$ cat src/rtl/serial_add_sub.sv
// serial_add_sub: digit-serial adder/subtractor, DIGIT bits per cycle over WIDTH/DIGIT cycles.
// Ports: clk, rst (async, active-high); start/mode/a/b are sampled in IDLE (mode 0 = a+b, 1 = a-b);
// busy is high outside IDLE; done pulses for one cycle with sum/cout/ovf valid, which stay held until the next start.
module serial_add_sub #(
    parameter int WIDTH = 8,
    parameter int DIGIT = 1
) (
    input  logic             clk,
    input  logic             rst,
    input  logic             start,
    input  logic             mode,
    input  logic [WIDTH-1:0] a,
    input  logic [WIDTH-1:0] b,
    output logic             busy,
    output logic             done,
    output logic [WIDTH-1:0] sum,
    output logic             cout,
    output logic             ovf
);
    localparam int N = WIDTH / DIGIT;
    localparam int CW = N > 1 ? $clog2(N) : 1;
    typedef enum logic [1:0] {IDLE, RUN, DONE} state_t;
    state_t state, state_n;
    logic [WIDTH-1:0] op_a, op_b;
    logic carry;
    logic [CW-1:0] cnt;
    logic [DIGIT:0] dsum;
    logic msb_c;
    logic last;
    logic [WIDTH+DIGIT-1:0] shifted;
    always_comb begin
        dsum = {1'b0, op_a[DIGIT-1:0]} + {1'b0, op_b[DIGIT-1:0]} + {{DIGIT{1'b0}}, carry};
        // carry into the digit's top bit, recovered from its sum and operand bits
        msb_c = dsum[DIGIT-1] ^ op_a[DIGIT-1] ^ op_b[DIGIT-1];
        last = cnt == CW'(N - 1);
        shifted = {dsum[DIGIT-1:0], sum};
        state_n = state == IDLE ? (start ? RUN : IDLE) : state == RUN ? (last ? DONE : RUN) : IDLE;
    end
    always_ff @(posedge clk or posedge rst) begin
        if (rst) begin
            state <= IDLE;
            op_a <= '0;
            op_b <= '0;
            carry <= 1'b0;
            cnt <= '0;
            sum <= '0;
            cout <= 1'b0;
            ovf <= 1'b0;
        end else begin
            state <= state_n;
            if (state == IDLE && start) begin
                op_a <= a;
                op_b <= b ^ {WIDTH{mode}};
                carry <= mode;
                cnt <= '0;
            end else if (state == RUN) begin
                op_a <= op_a >> DIGIT;
                op_b <= op_b >> DIGIT;
                carry <= dsum[DIGIT];
                cnt <= cnt + 1'b1;
                sum <= shifted[WIDTH+DIGIT-1:DIGIT];
                if (last) begin
                    cout <= dsum[DIGIT];
                    ovf <= msb_c ^ dsum[DIGIT];
                end
            end
        end
    end
    assign busy = state != IDLE;
    assign done = state == DONE;
endmodule

$ cat config.mk
export PLATFORM = sky130hd
export DESIGN_NAME = serial_add_sub
export DESIGN_NICKNAME = d
export VERILOG_FILES = /design/src/rtl/serial_add_sub.sv
export SDC_FILE = /design/constraint.sdc
export NUM_CORES = 1
export LEC_CHECK = 0
export BUFFER_PORTS_ARGS = -buffer_cell sky130_fd_sc_hd__buf_2
export CAP_MARGIN = 10
export CORE_MARGIN = 4
export CORE_UTILIZATION = 40
export CTS_CLUSTER_DIAMETER = 60
export DETAILED_ROUTE_END_ITERATION = 8
export SLEW_MARGIN = 0
export SYNTH_ARGS = -nofsm -noshare
export SYNTH_HDL_FRONTEND = slang
export SYNTH_SLANG_ARGS = --single-unit
$ cat constraint.sdc
create_clock -name clk -period 1.8 [get_ports clk]
set_input_delay 0.18 -clock clk [delete_from_list [all_inputs] [get_ports clk]]
set_output_delay 0.18 -clock clk [all_outputs]
set_load 0.05 [all_outputs]
==> results of run 1 <==
-- final cells by class --
| cell class | instances | area [sq um] |
|---|---|---|
| Multi-Input combinational cell | 108 | 636 |
| Fill cell | 351 | 1870 |
| Inverter | 1 | 3.75 |
| Timing Repair Buffer | 37 | 203 |
| Tap cell | 48 | 60.1 |
| Clock inverter | 2 | 10.0 |
| Sequential cell | 32 | 801 |
| Clock buffer | 6 | 82.6 |
-- per-layer routing --
layer	wire, microns	vias to the layer above	track usage (%)
li1	-	555	-
met5	0	-	0
met2	1380	26	20.1
met1	1280	534	15.4
met4	45	0	5.21
met3	198	5	6.81
-- power breakdown --
part	internal, mW	switching [mW]	total (mW)
logic	0.562	1.02	1.58
clock network	0.304	0.259	0.564
registers	1.03	0.208	1.24
total	1.90	1.48	3.38
-- placed cells by master, fill, tap and decap left out --
cell / count
sky130_fd_sc_hd__dfrtp_1: 32
sky130_fd_sc_hd__ha_1: 2
sky130_fd_sc_hd__buf_2: 31
sky130_fd_sc_hd__nand2_1: 56
sky130_fd_sc_hd__nor3b_2: 1
sky130_fd_sc_hd__mux2_4: 1
sky130_fd_sc_hd__a21oi_1: 2
sky130_fd_sc_hd__fa_1: 1
sky130_fd_sc_hd__o21ai_1: 6
sky130_fd_sc_hd__and2_4: 1
sky130_fd_sc_hd__o21bai_1: 2
sky130_fd_sc_hd__xor2_1: 8
sky130_fd_sc_hd__o21ai_0: 6
sky130_fd_sc_hd__a22oi_1: 8
sky130_fd_sc_hd__clkbuf_8: 6
sky130_fd_sc_hd__or2_2: 1
sky130_fd_sc_hd__nor2b_1: 1
sky130_fd_sc_hd__inv_1: 1
sky130_fd_sc_hd__buf_4: 5
sky130_fd_sc_hd__nor2b_4: 1
sky130_fd_sc_hd__xnor2_1: 3
sky130_fd_sc_hd__dlygate4sd3_1: 1
sky130_fd_sc_hd__mux2i_1: 7
sky130_fd_sc_hd__clkinv_2: 2
sky130_fd_sc_hd__nand2b_1: 1
-- worst max-delay path by stage --
stage	start	end	slack, ns	cells after the start
after floorplan	op_a[0]	ovf	0.38	4
after global placement	op_a[0]	ovf	0.37	4
after detailed placement	op_a[0]	ovf	0.34	4
after CTS	op_a[0]	ovf	0.32	4
after global routing	state[0]	op_b[5]	0.23	4
final	op_a[0]	ovf	0.34	4
-- logic make-up after synthesis --
| family | count (synthesis) | share of synthesized area, % |
|---|---|---|
| AOI/OAI and AO/OA | 24 | 9.64 |
| xor gates and xnor gates | 11 | 6.40 |
| adders and majority gates | 3 | 2.99 |
| buffers and inverters | 9 | 4.90 |
| DFF | 32 | 53.2 |
| muxes | 8 | 5.65 |
| and+or+nand+nor | 62 | 17.2 |
-- cells in the mapped netlist, types with 2 or more instances --
library cell               number
sky130_fd_sc_hd__a21oi_1        2
sky130_fd_sc_hd__ha_1           2
sky130_fd_sc_hd__xor2_1         8
sky130_fd_sc_hd__nand2_1       56
sky130_fd_sc_hd__mux2i_1        7
sky130_fd_sc_hd__xnor2_1        3
sky130_fd_sc_hd__o21bai_1       2
sky130_fd_sc_hd__buf_2          3
sky130_fd_sc_hd__o21ai_1        6
sky130_fd_sc_hd__a22oi_1        8
sky130_fd_sc_hd__o21ai_0        6
sky130_fd_sc_hd__dfrtp_1       32
sky130_fd_sc_hd__buf_6          2
-- critical path, stage by stage (launching register included) --
cell and delay (ns):
sky130_fd_sc_hd__dfrtp_1 0.42, sky130_fd_sc_hd__fa_1 0.58, sky130_fd_sc_hd__xnor2_1 0.14, sky130_fd_sc_hd__xnor2_1 0.13
sky130_fd_sc_hd__a21oi_1 0.08
-- flip-flops by register name, indices dropped and copies added (netlist names) --
register and flops:
cout 1, ovf 1, op_b 8, sum 8, state 2, carry 1
op_a 8, cnt 3
-- metrics by stage --
stage | power [mW] | cell area (sq um) | utilization (%)
2_1_floorplan | 2.55 | 1510 | -
3_3_place_gp | 2.77 | 1690 | 46.2
3_5_place_dp | 2.85 | 1690 | 46.2
4_1_cts | 3.42 | 1800 | 49.0
5_1_grt | 3.65 | 1800 | 49.0
6_report | 3.38 | 1800 | 49.0
-- timing repair --
action / CTS / global route
gates resized for setup: 0 / 0
hold buffers: 1 / 0
endpoints found under the hold margin: 32 / 0
==> impl_metrics.sql, run 1 <==
INSERT INTO impl_metrics (metric_group, metric, value, unit) VALUES
('grt', 'grt_first_pass_wirelength', '4.96', 'mm'),
('setup_path', 'timing_worst_setup_path_type', 'register to register', ''),
('timing', 'report.final.slew_viol_count', '0', ''),
('clock_tree', 'postCtsSetupRepairBufs', '0', ''),
('floorplan', 'placeableCoreArea', '3660', 'sq um'),
('setup_path', 'crit_arrival', '1.64', 'ns'),
('grt', 'globalRoute.totalOverflow', '0', ''),
('floorplan', 'floorplan.die.height', '69.3', 'microns'),
('setup_path', 'worstSetupEndpointType', 'register', ''),
('clock_tree', 'max-clock-path-buffers', '2', ''),
('yosys', 'ys_ff_latch', '32', ''),
('timing', 'skew', '0.00539', 'ns'),
('floorplan', 'top_level_ports', '32', ''),
('detailed_routing', 'routed-via-count', '1120', ''),
('min_path', 'worst_hold_path_type', 'input port to register', ''),
('timing', 'max-slew-margin-rel', '62.5', '%'),
('job', 'maxCapViolations', '0', ''),
('setup_path', 'cell_depth_of_the_worst_flop_to_flop_path', '4', ''),
('timing', 'fin_hold_ws', '0.103', 'ns'),
('setup_path', 'startpoint_type', 'register', ''),
('grt', 'initial_antenna_violation_count', '0', ''),
('timing', 'timing.setup.tns', '0', 'ns'),
('clock_tree', 'cts.sinks', '32', ''),
('timing', 'setup_slack', '0.335', 'ns'),
('placement', 'hpwlAfterDp', '2.04', 'mm'),
('timing', 'worst_pin_slew', '0.562', 'ns'),
('yosys', 'mappedNetlistArea', '1510', 'sq um'),
('detailed_routing', 'postRouteAntennaNets', '0', ''),
('placement', 'dpl_worst_slack', '0.342', 'ns'),
('yosys', 'synth_area_leader_cell', 'sky130_fd_sc_hd__dfrtp_1', ''),
('detailed_routing', 'drt_wl_total', '2.90', 'mm'),
('layout', 'areaGrowthSynthToFinish', '19.3', '%'),
('placement', 'port_buffer_count', '31', ''),
('yosys', 'yosysWarnings', '0', ''),
('setup_path', 'reg2reg_slack', '0.34', 'ns'),
('outcome', 'outcome', 'completed', ''),
('yosys', 'synth.avg_cell_area', '10.1', 'sq um'),
('timing', 'min_period', '1.46', 'ns'),
('floorplan', 'initial_core_util', '41.1', '%'),
('detailed_routing', 'dr.first_iter.drc_count', '65', ''),
('layout', 'post_route_cells_drive_above_1_share', '26.3', '%'),
('layout', 'finish.cell_count_without_fillers', '234', ''),
('yosys', 'async_flop_share', '100', '%'),
('detailed_routing', 'drt-wirelength-per-cell', '12.4', 'microns'),
('yosys', 'synth.lib_cells_used.distinct', '25', ''),
('min_path', 'holdCritStartpoint', 'a[7]', ''),
('power_and_ir_drop', 'power_density', '1880', 'nW/um^2'),
('yosys', 'yosys_most_used_dff', 'sky130_fd_sc_hd__dfrtp_1', ''),
('yosys', 'post-synth-top-area-fraction', '53.2', '%'),
('grt', 'track_usage', '13.1', '%'),
('clock_tree', 'clock_latency', '0.28', 'ns'),
('timing', 'achievable-frequency', '683', 'MHz'),
('min_path', 'min_delay_worst_endpoint', 'op_a[7]', ''),
('clock_tree', 'clkTransAtPathRegs', '0.07', 'ns'),
('setup_path', 'reg2reg_to', 'ovf', ''),
('clock_tree', 'cts_made_buffers', '5', ''),
('floorplan', 'row_count', '22', ''),
('placement', 'numPlacedInstances', '225', ''),
('floorplan', 'die_area', '4810', 'sq um'),
('grt', 'first_global_vias', '1099', ''),
('grt', 'maximum_number_of_pins_on_one_net_before_global_route_repair', '33', ''),
('yosys', 'synth-seq-area-share', '53.2', '%'),
('layout', 'num-nets-final', '208', ''),
('power_and_ir_drop', 'max-vdd-ir-drop', '0.508', 'mV'),
('timing', 'timing.final.crit_share', '81.4', '%'),
('yosys', 'number_of_enable_type_register_cells_in_the_synthesized_netlist', '0', ''),
('detailed_routing', 'first_drt_pass_iteration_count', '4', ''),
('detailed_routing', 'route.detailed.vias_per_inst', '4.79', ''),
('power_and_ir_drop', 'power.leakage', '0.948', 'nW'),
('clock_tree', 'htreeDepth', '2', ''),
('layout', 'antenna-diode-count', '0', '');
No activity file was read; power rests on OpenSTA's default activity.
==> inputs of run 2 (changes only) <==
--- a/config.mk
+++ b/config.mk
@@ -5,6 +5,7 @@
 export SDC_FILE = /design/constraint.sdc
 export NUM_CORES = 1
 export LEC_CHECK = 0
+export ABC_AREA = 1
 export BUFFER_PORTS_ARGS = -buffer_cell sky130_fd_sc_hd__buf_2
 export CAP_MARGIN = 10
 export CORE_MARGIN = 4
==> constraint.sdc (replaced) <==
create_clock -name clk -period 1.4 [get_ports clk]
set_input_delay 0.14 -clock clk [delete_from_list [all_inputs] [get_ports clk]]
set_output_delay 0.14 -clock clk [all_outputs]
set_load 0.05 [all_outputs]
==> run 2 against run 1 <==
Effect of this change:
- first-iteration DRC count rose by 3.1%
- critical path type unchanged
- hold slack got worse by 0.039 ns
- clock skew rose by 0.0012 ns
- sequential share of layout area fell by 3.8 points
- register-to-register slack got worse by 0.32 ns
- synthesized cell count rose by 25%
- cell count rose by 18%
- die area rose by 4.5%
==> impl_metrics.sql, run 2 <==
INSERT INTO impl_metrics (metric_group, metric, value, unit) VALUES
('outcome', 'outcome', 'completed', ''),
('grt', 'track_usage', '15.3', '%'),
('placement', 'gpl.final_weighted_congestion', '0.748', ''),
('power_and_ir_drop', 'power_frac_clock', '15.3', '%'),
('timing', 'timing.final.setup_violations', '0', ''),
('clock_tree', 'clock_latency', '0.28', 'ns'),
('detailed_routing', 'dr.first_iter.drc_count', '67', ''),
('power_and_ir_drop', 'power_density', '2390', 'nW/um^2'),
('yosys', 'synth_cells', '186', ''),
('floorplan', 'row_count', '22', ''),
('timing', 'skew', '0.00661', 'ns'),
('power_and_ir_drop', 'max-vdd-ir-drop', '1.23', 'mV'),
('layout', 'antenna-diode-count', '0', ''),
('timing', 'min_period', '1.38', 'ns'),
('power_and_ir_drop', 'power.leakage', '1.04', 'nW'),
('setup_path', 'crit_path_max_fanout', '3', ''),
('clock_tree', 'max-clock-path-buffers', '2', ''),
('job', 'maxCapViolations', '0', ''),
('layout', 'final_cell_mix', 'sky130_fd_sc_hd__nand2_1, sky130_fd_sc_hd__dfrtp_1, sky130_fd_sc_hd__buf_2', ''),
('timing', 'fin_hold_ws', '0.0636', 'ns'),
('power_and_ir_drop', 'p_comb_share', '51.3', '%'),
('detailed_routing', 'routed-via-count', '1327', ''),
('grt', 'grt_first_pass_wirelength', '6.07', 'mm'),
('setup_path', 'crit_arrival', '1.55', 'ns'),
('timing', 'report.final.slew_viol_count', '0', ''),
('detailed_routing', 'route.detailed.vias_per_inst', '4.79', ''),
('yosys', 'ys_ff_latch', '32', ''),
('setup_path', 'worstPathRequired', '1.57', 'ns'),
('clock_tree', 'tritoncts', 'done', ''),
('clock_tree', 'cts_made_buffers', '5', ''),
('floorplan', 'placeableCoreArea', '3740', 'sq um'),
('setup_path', 'timing_worst_setup_path_type', 'register to register', ''),
('yosys', 'yosysWarnings', '0', ''),
('grt', 'maximum_number_of_pins_on_one_net_before_global_route_repair', '33', ''),
('grt', 'first_global_vias', '1340', ''),
('layout', 'layout_top_registers', 'op_a x8, op_b x8, sum x8', ''),
('yosys', 'mappedNetlistArea', '1580', 'sq um'),
('setup_path', 'sequence_of_cells_on_the_critical_path', 'fa_2, nand2_1, nand2_1, nand2_1, nand3_1, nand2_1', ''),
('yosys', 'yosys_most_used_dff', 'sky130_fd_sc_hd__dfrtp_1', ''),
('placement', 'hpwlAfterDp', '2.41', 'mm'),
('setup_path', 'critical-path-top-cell-by-count', 'sky130_fd_sc_hd__nand2_1', ''),
('yosys', 'synth.area.top_cells', 'sky130_fd_sc_hd__dfrtp_1, sky130_fd_sc_hd__nand2_1, sky130_fd_sc_hd__nand3_1', ''),
('floorplan', 'chip_width', '70.9', 'microns'),
('yosys', 'yosysMostFrequentCell', 'sky130_fd_sc_hd__nand2_1', ''),
('yosys', 'synth-seq-area-share', '50.6', '%'),
('setup_path', 'worstSetupEndpointType', 'register', ''),
('yosys', 'number_of_enable_type_register_cells_in_the_synthesized_netlist', '0', ''),
('yosys', 'mapped_nets', '209', ''),
('timing', 'report.final.hold_viol_count', '0', ''),
('layout', 'layout.core_utilization', '52.5', '%'),
('yosys', 'post-synth-top-area-fraction', '50.6', '%'),
('setup_path', 'worst-path-buf-inv', '0', ''),
('floorplan', 'die_area', '5030', 'sq um'),
('clock_tree', 'ctsRootBufferMaster', 'sky130_fd_sc_hd__clkbuf_8', ''),
('detailed_routing', 'first_drt_pass_iteration_count', '4', ''),
('layout', 'areaGrowthSynthToFinish', '24.1', '%'),
('power_and_ir_drop', 'cell_internal_pwr', '2.60', 'mW'),
('layout', 'post_route_cells_drive_above_1_share', '27.5', '%'),
('timing', 'max-slew-margin-rel', '74.0', '%'),
('grt', 'initial_antenna_violation_count', '0', ''),
('detailed_routing', 'drt-wirelength-per-cell', '12.2', 'microns'),
('setup_path', 'crit_slowest_cell', 'sky130_fd_sc_hd__fa_2', ''),
('power_and_ir_drop', 'switchingPower', '2.10', 'mW'),
('floorplan', 'top_level_ports', '32', ''),
('setup_path', 'critical_path.top_delay_family', 'adder cells', ''),
('yosys', 'async_flop_share', '100', '%'),
('power_and_ir_drop', 'power.total', '4.70', 'mW'),
('yosys', 'synth.avg_cell_area', '8.51', 'sq um'),
('power_and_ir_drop', 'switching_share', '44.7', '%'),
('detailed_routing', 'postRouteAntennaNets', '0', ''),
('min_path', 'worst_hold_path_type', 'input port to register', ''),
('layout', 'final_common_cell', 'sky130_fd_sc_hd__nand2_1', ''),
('clock_tree', 'htreeDepth', '2', ''),
('floorplan', 'floorplan.die.height', '70.9', 'microns'),
('timing', 'achievable-frequency', '723', 'MHz'),
('power_and_ir_drop', 'seq_power_share', '33.4', '%'),
('placement', 'port_buffer_count', '31', ''),
('timing', 'timing.final.crit_share', '98.9', '%'),
('yosys', 'synth_area_leader_cell', 'sky130_fd_sc_hd__dfrtp_1', ''),
('timing', 'rsz0062_at_grt', 'yes', ''),
('clock_tree', 'cts.sinks', '32', ''),
('grt', 'globalRoute.totalOverflow', '0', ''),
('yosys', 'synth_commonest_cells', 'sky130_fd_sc_hd__nand2_1, sky130_fd_sc_hd__dfrtp_1, sky130_fd_sc_hd__nand3_1', ''),
('layout', 'num-nets-final', '251', ''),
('floorplan', 'initial_core_util', '42.3', '%'),
('clock_tree', 'clkTransAtPathRegs', '0.07', 'ns'),
('setup_path', 'startpoint_type', 'register', ''),
('timing', 'worst_pin_slew', '0.390', 'ns'),
('detailed_routing', 'remaining_drc_errors', '0', ''),
('detailed_routing', 'drt_wl_total', '3.39', 'mm'),
('setup_path', 'critPathMaxStageDelay', '0.60', 'ns'),
('yosys', 'synth.lib_cells_used.distinct', '23', '');
==> run 2: cell types whose count changed after synthesis, moves of 2 or more <==
cell and change:
sky130_fd_sc_hd__nand3_1 +28, sky130_fd_sc_hd__o211ai_1 +2, sky130_fd_sc_hd__mux2i_1 -7, sky130_fd_sc_hd__o21bai_1 -2, sky130_fd_sc_hd__inv_2 +2, sky130_fd_sc_hd__nand2_1 +14
sky130_fd_sc_hd__inv_1 +9, sky130_fd_sc_hd__o21ai_1 +2, sky130_fd_sc_hd__a22oi_1 -8, sky130_fd_sc_hd__clkbuf_1 +2, sky130_fd_sc_hd__a21oi_1 -2
==> run 2: cell families after synthesis <==
logic type | synth area share, %
simple gates | 27.9
compound gates | 6.96
flops | 50.6
fa+ha+maj | 2.85
buf+inv | 6.72
xor+xnor | 4.98
==> run 2: final timing paths <==
check,start,endpoint,slack [ns],depth (start not counted)
max in group asynchronous,rst,state[0],0.62,4
min in group asynchronous,rst,op_a[4],0.47,4
worst max-delay path,op_a[0],ovf,0.02,6
worst max register to register,op_a[0],ovf,0.02,6
worst min register to register,sum[0],sum[0],0.47,2
worst min-delay path,a[2],op_a[2],0.06,3
==> run 2: power by group through the flow <==
stage | clock (mW) | combinational, mW | sequential [mW]
2_1_floorplan | 0 | 1.30 | 1.99
3_3_place_gp | 0 | 2.28 | 1.58
3_5_place_dp | 0 | 2.32 | 1.59
4_1_cts | 0.738 | 2.38 | 1.58
5_1_grt | 0.784 | 2.70 | 1.62
6_report | 0.721 | 2.41 | 1.57
==> run 2: through the flow <==
step / cells / instance area (sq um) / worst slack, ns / setup TNS [ns]
after floorplan: 186 / 1590 / 0.0173 / 0
after global placement: 266 / 1830 / 0.0310 / 0
after detailed placement: 266 / 1830 / -0.0376 / -0.0376
after CTS: 275 / 1940 / -0.00762 / -0.00762
after global routing: 277 / 1960 / -0.0889 / -0.103
final: 277 / 1960 / 0.0161 / 0
==> run 2: cell type report <==
class                      count  area [sq um]
fill                         387          1780
sequential                    32           802
multi-input combinational    133           687
timing repair buffer          44           278
clock buffer                   8          90.1
tap                           48          60.1
inverter                      12          47.5
==> run 2: worst register-to-register path, cell delays in order, from the launching register on <==
cell and delay (ns):
sky130_fd_sc_hd__dfrtp_1 0.40, sky130_fd_sc_hd__fa_2 0.60, sky130_fd_sc_hd__nand2_1 0.06, sky130_fd_sc_hd__nand2_1 0.06
sky130_fd_sc_hd__nand2_1 0.05, sky130_fd_sc_hd__nand3_1 0.06, sky130_fd_sc_hd__nand2_1 0.04
==> run 2: routing by layer <==
layer | global-route usage [%] | up-vias | routed length [microns]
met2 | 23.4 | 25 | 1510
met5 | 0 | - | 0
li1 | - | 679 | -
met3 | 4.97 | 6 | 150
met4 | 5.85 | 0 | 54
met1 | 20.3 | 617 | 1680
==> run 2: repair_timing <==
action	CTS	global route
buffers inserted	0	2
pin swaps	3	3
hold buffers	1	0
gates resized for setup	8	2
cloned	0	0
endpoints found under the setup margin	2	3
endpoints found under the hold margin	32	0
